<file path="src/rtl/dmem_port_ctrl.sv">
// Data-memory port controller: big-endian sub-word loads/stores over a word-wide bus.
// Optional one-entry posted write buffer enabled by defining DMEM_PORT_WRITE_BUF_EN.
module dmem_port_ctrl (
    input  logic        clock,
    input  logic        reset,
    input  logic        proc_rd,
    input  logic        proc_we,
    input  logic [0:31] proc_addr,
    input  logic        proc_byte,
    input  logic        proc_half_word,
    input  logic        proc_sign_extend,
    input  logic [0:31] proc_wdata,
    output logic [0:31] proc_rdata,
    output logic        proc_stall,
    output logic        misalign,
    output logic        mem_req,
    output logic        mem_we,
    output logic [0:31] mem_addr,
    output logic [0:3]  mem_be,
    output logic [0:31] mem_wdata,
    input  logic        mem_ack,
    input  logic [0:31] mem_rdata
);

    typedef enum logic [1:0] {IDLE, REQ, DONE} state_t;

    state_t      state;
    logic [1:0]  off;
    logic        misaligned;
    logic [0:3]  be_next;
    logic [0:31] wdata_next;
    logic [1:0]  ld_off;
    logic        ld_byte;
    logic        ld_half;
    logic        ld_sext;
    logic        wbuf_busy;
    logic        buf_take;

    assign off = proc_addr[30:31];

    always_comb begin
        misaligned = 1'b0;
        be_next    = 4'b1111;
        wdata_next = proc_wdata;
        if (proc_byte) begin
            be_next    = 4'b1000 >> off;
            wdata_next = {4{proc_wdata[24:31]}};
        end else if (proc_half_word) begin
            misaligned = off[0];
            be_next    = off[1] ? 4'b0011 : 4'b1100;
            wdata_next = {2{proc_wdata[16:31]}};
        end else begin
            misaligned = (off != 2'b00);
        end
    end

    function automatic logic [0:31] extract(input logic [0:31] d, input logic [1:0] o,
                                            input logic bsel, input logic hsel,
                                            input logic sext);
        logic [0:7]  b;
        logic [0:15] h;
        logic [0:31] r;
        case (o)
            2'd0:    b = d[0:7];
            2'd1:    b = d[8:15];
            2'd2:    b = d[16:23];
            default: b = d[24:31];
        endcase
        h = o[1] ? d[16:31] : d[0:15];
        if (bsel)
            r = {{24{sext & b[0]}}, b};
        else if (hsel)
            r = {{16{sext & h[0]}}, h};
        else
            r = d;
        return r;
    endfunction

`ifdef DMEM_PORT_WRITE_BUF_EN
    assign buf_take = (state == IDLE) && proc_we && !misaligned;
`else
    assign buf_take  = 1'b0;
    assign wbuf_busy = 1'b0;
`endif

    always_comb begin
        proc_stall = 1'b0;
        if (!reset) begin
            case (state)
                IDLE:    proc_stall = (proc_rd || proc_we) && !buf_take;
                REQ:     proc_stall = wbuf_busy ? (proc_rd || proc_we) : 1'b1;
                default: proc_stall = 1'b0;
            endcase
        end
    end

    always_ff @(posedge clock) begin
        if (reset) begin
            state      <= IDLE;
            proc_rdata <= '0;
            misalign   <= 1'b0;
            mem_req    <= 1'b0;
            mem_we     <= 1'b0;
            mem_addr   <= '0;
            mem_be     <= '0;
            mem_wdata  <= '0;
            ld_off     <= '0;
            ld_byte    <= 1'b0;
            ld_half    <= 1'b0;
            ld_sext    <= 1'b0;
`ifdef DMEM_PORT_WRITE_BUF_EN
            wbuf_busy  <= 1'b0;
`endif
        end else begin
            misalign <= 1'b0;
            case (state)
                IDLE: begin
                    if (proc_rd || proc_we) begin
                        if (misaligned) begin
                            state    <= DONE;
                            misalign <= 1'b1;
                            if (!proc_we)
                                proc_rdata <= '0;
                        end else begin
                            state     <= REQ;
                            mem_req   <= 1'b1;
                            mem_we    <= proc_we;
                            mem_addr  <= {proc_addr[0:29], 2'b00};
                            mem_be    <= be_next;
                            mem_wdata <= wdata_next;
                            ld_off    <= off;
                            ld_byte   <= proc_byte;
                            ld_half   <= proc_half_word;
                            ld_sext   <= proc_sign_extend;
`ifdef DMEM_PORT_WRITE_BUF_EN
                            wbuf_busy <= buf_take;
`endif
                        end
                    end
                end
                REQ: begin
                    if (mem_ack) begin
                        mem_req <= 1'b0;
                        if (!mem_we)
                            proc_rdata <= extract(mem_rdata, ld_off, ld_byte, ld_half, ld_sext);
                        // A background drain has no waiting processor, so skip DONE.
                        state <= wbuf_busy ? IDLE : DONE;
`ifdef DMEM_PORT_WRITE_BUF_EN
                        wbuf_busy <= 1'b0;
`endif
                    end
                end
                default: state <= IDLE;
            endcase
        end
    end

endmodule

</file>
<file path="config.mk">
export PLATFORM = sky130hd
export DESIGN_NAME = dmem_port_ctrl
export DESIGN_NICKNAME = d
export VERILOG_FILES = /design/src/rtl/dmem_port_ctrl.sv
export SDC_FILE = /design/constraint.sdc
export NUM_CORES = 1
export LEC_CHECK = 0
export ABC_AREA = 1
export BUFFER_PORTS_ARGS = -buffer_cell sky130_fd_sc_hd__buf_4
export CAP_MARGIN = 10
export CORE_ASPECT_RATIO = 0.5
export CORE_MARGIN = 4
export CORE_UTILIZATION = 51
export CTS_CLUSTER_DIAMETER = 120
export CTS_CLUSTER_SIZE = 20
export DETAILED_ROUTE_END_ITERATION = 10
export PLACE_DENSITY = 0.85
export SLEW_MARGIN = 20
export SYNTH_ARGS = -nofsm -noshare
export SYNTH_HDL_FRONTEND = slang
export SYNTH_SLANG_ARGS = --single-unit
</file>
<file path="constraint.sdc">
create_clock -name clock -period 2.8 [get_ports clock]
set_input_delay 0.56 -clock clock [delete_from_list [all_inputs] [get_ports clock]]
set_output_delay 0.56 -clock clock [all_outputs]
set_load 0.03 [all_outputs]
</file>
==> results.md <==
* Largest net degree at the start of global routing at 107
* Root buf cell: clkbuf_16
* Worst-path maximum fanout at 16
* Vias at 5354
* ANT cells at 0
* DP Area at 0.00632 mm2
* WHS Path Cells at 3
* Outcome: finished clean
* Num ports at 208
* Vias/cell at 5.45
* Antenna violations before repair at 0
* Seq/Total Area, Yosys at between 40% and 50%
* Slew headroom at 42.7%
* Adder-cell share of the synthesized area at 0%
* Drt drc at 0
* Path depth of the worst reg2reg path at 7
* Mapped Cells at 692
* Layout Cells excl Fill at 983
* Final nets at 966
* Placed cells at 968
* CTS Hold Buffers Added at 0
* Layout cells sized above 1 at 28.1%
* # fillers at 751
* CTS tree: done
* Synthesized area at roughly 0.0048 mm2
* Req. time, crit path at 3010 ps
* DIE WIDTH at 146 um
* Ys Warns at 0
* Die area at 0.0112 mm2
* Clock transition at path regs at 70 ps
* Vias in the first global route at 4860
* Initial Util at 53.9%
* Setup TNS at 0 ps
* Post-synthesis xor/xnor area fraction at 0%
* Final-report max-slew violation count at 0
* Startpoint Class: flop
* Routed WL per cell at 15.0 um
* Largest family of logic cells by synthesized area: simple AND/OR/NAND/NOR gates
* Post-CTS sizing at 0
* Rows at 24
* Max_cap viols at 0
* RSZ-0062 raised after global routing: no
* First-pass GRT wire length at 23600 um
* Avg Inst Size Synth at 6.99 um2
* Final Util at 73.4%
* All-Layer GR Usage at 25.2%
* Fmax at 454 MHz
* Number of H-tree levels at 3
* Post-synthesis register bit count at 108
* Port bufs at 205
* Fin crit share at 78.6%
* Hpwl dp at 10600 um
* DR pass1 iterations at 5
* Pwr Density at ~640 mW/mm2
* Layout area overhead at 36.2%
* Mux cell area share after synthesis at 0%
* Worst EP arrival at 2410 ps
* Final hold violation count at 0
* Storage cell area at 0.00216 mm2
* CTS Buffer Depth at 2
* Initial detailed-routing violation count at between 300 and 400
* CTS Sinks at 108
* Critical path type: reg -> reg
* Synth cell types at 23
* GP Congestion at 0.882
* CP endpoint kind: flop
* Multi-input combinational cell area at 0.00227 mm2
* Core ar. at 0.00898 mm2
* Maximum VDD drop at ~470 uV
* Final worst slack at 598 ps
* Clock latency on the worst-skew pair at 340 ps
* Pre-CTS setup slack at ~370 ps
* Layout Skew at between 6 and 7 ps
* Post-CTS Repair Setup Buffers at 0
* Pwr Total at between 4 and 5 mW
* Leakage at about 3.0 nW
* Final Cell Area at approximately 0.0066 mm2
* Synth Area in Compound Gates at 22.8%
* Worst slew pin tran at 859 ps
* Aggregate global routing overflow at 0
* DIE HEIGHT at 76.9 um
* # setup viols final at 0
* HP Class: in -> reg
* Simple-gate share of the synthesized area at around 24%
* Antenna Nets Post-Route at 0
* Crit path time final at 2200 ps
* Total CTS buffers at 9
* Routed Wire Length at 14800 um
* WHS at 435 ps
==> registers in the layout, indices dropped and copies added (netlist names) <==
signal / count
ld_byte: 1
ld_half: 1
ld_off: 2
ld_sext: 1
mem_addr: 30
mem_be: 4
mem_req: 1
mem_wdata: 32
mem_we: 1
misalign: 1
proc_rdata: 32
state: 2
==> layout by cell type, fill, tap and decap left out, types with 3 or more instances in the layout <==
cell / count
buf_4: 212
nand2_1: 116
o21ai_0: 113
dfxtp_1: 108
nor2_1: 96
a21oi_1: 68
nand3_1: 57
inv_1: 31
a31oi_1: 19
o22ai_1: 9
clkbuf_16: 9
inv_2: 7
nor2_4: 3
==> cell type report <==
type                            count  area share, %
Sequential cell                   108           32.8
Tap cell                          117           2.22
Multi-Input combinational cell    493           34.5
Timing Repair Buffer              212           24.2
Inverter                           38           2.16
Clock buffer                        9           3.42
Clock inverter                      6          0.740
==> Yosys cell counts <==
cell type	number	area, um2
inv_2	6	22.5
o21ai_0	113	566
buf_4	11	82.6
o211ai_1	1	7.51
conb_1	1	3.75
o21ai_1	1	5.00
inv_1	32	120
o21ai_2	1	8.76
a31oi_1	19	119
buf_1	1	3.75
clkbuf_1	26	97.6
o22ai_1	9	56.3
dfxtp_1	108	2160
nor2_4	3	33.8
nand3_1	57	285
nor2_2	2	12.5
buf_2	16	80.1
nor2_1	96	360
a21oi_1	68	340
nor3_1	2	10.0
nand3_2	2	20.0
or2_2	1	6.26
nand2_1	116	435
==> final timing paths <==
check                               from                           to  slack [ps]
min                        proc_addr[22]    mem_addr[22]$_SDFFE_PP0P_         440
max               ld_off[1]$_SDFFE_PP0P_  proc_rdata[26]$_SDFFE_PP0P_         600
max reg2reg       ld_off[1]$_SDFFE_PP0P_  proc_rdata[26]$_SDFFE_PP0P_         600
min reg2reg  proc_rdata[31]$_SDFFE_PP0P_  proc_rdata[31]$_SDFFE_PP0P_         470
==> cell families (layout without fill, tap and decap cells) <==
family,count (synthesis),in the layout
other,1,2
flip-flops,108,108
AO/OA/AOI/OAI,212,212
AND/OR/NAND/NOR,279,279
buffers and inverters,92,265
==> power breakdown <==
group          total (mW)  internal, mW  switching, mW
clock                1.18         0.610          0.573
sequential           1.79          1.69         0.0967
combinational        1.28         0.454          0.823
total                4.25          2.76           1.49
==> metal layers <==
metal	track usage [%]	vias up	share of wire, %
met4	7.01	0	1.9
met2	42.9	215	49
met1	31.1	2465	41
met5	0	-	0
li1	-	2647	-
met3	7.54	27	8.7
==> worst max-delay path, stage by stage (launching register included) <==
cell and delay (ps):
dfxtp_1 600, inv_1 170, nand2_1 440, inv_1 380
o21ai_0 260, o22ai_1 90, nand2_1 70, a21oi_1 60
No activity file was read; power rests on OpenSTA's default activity.
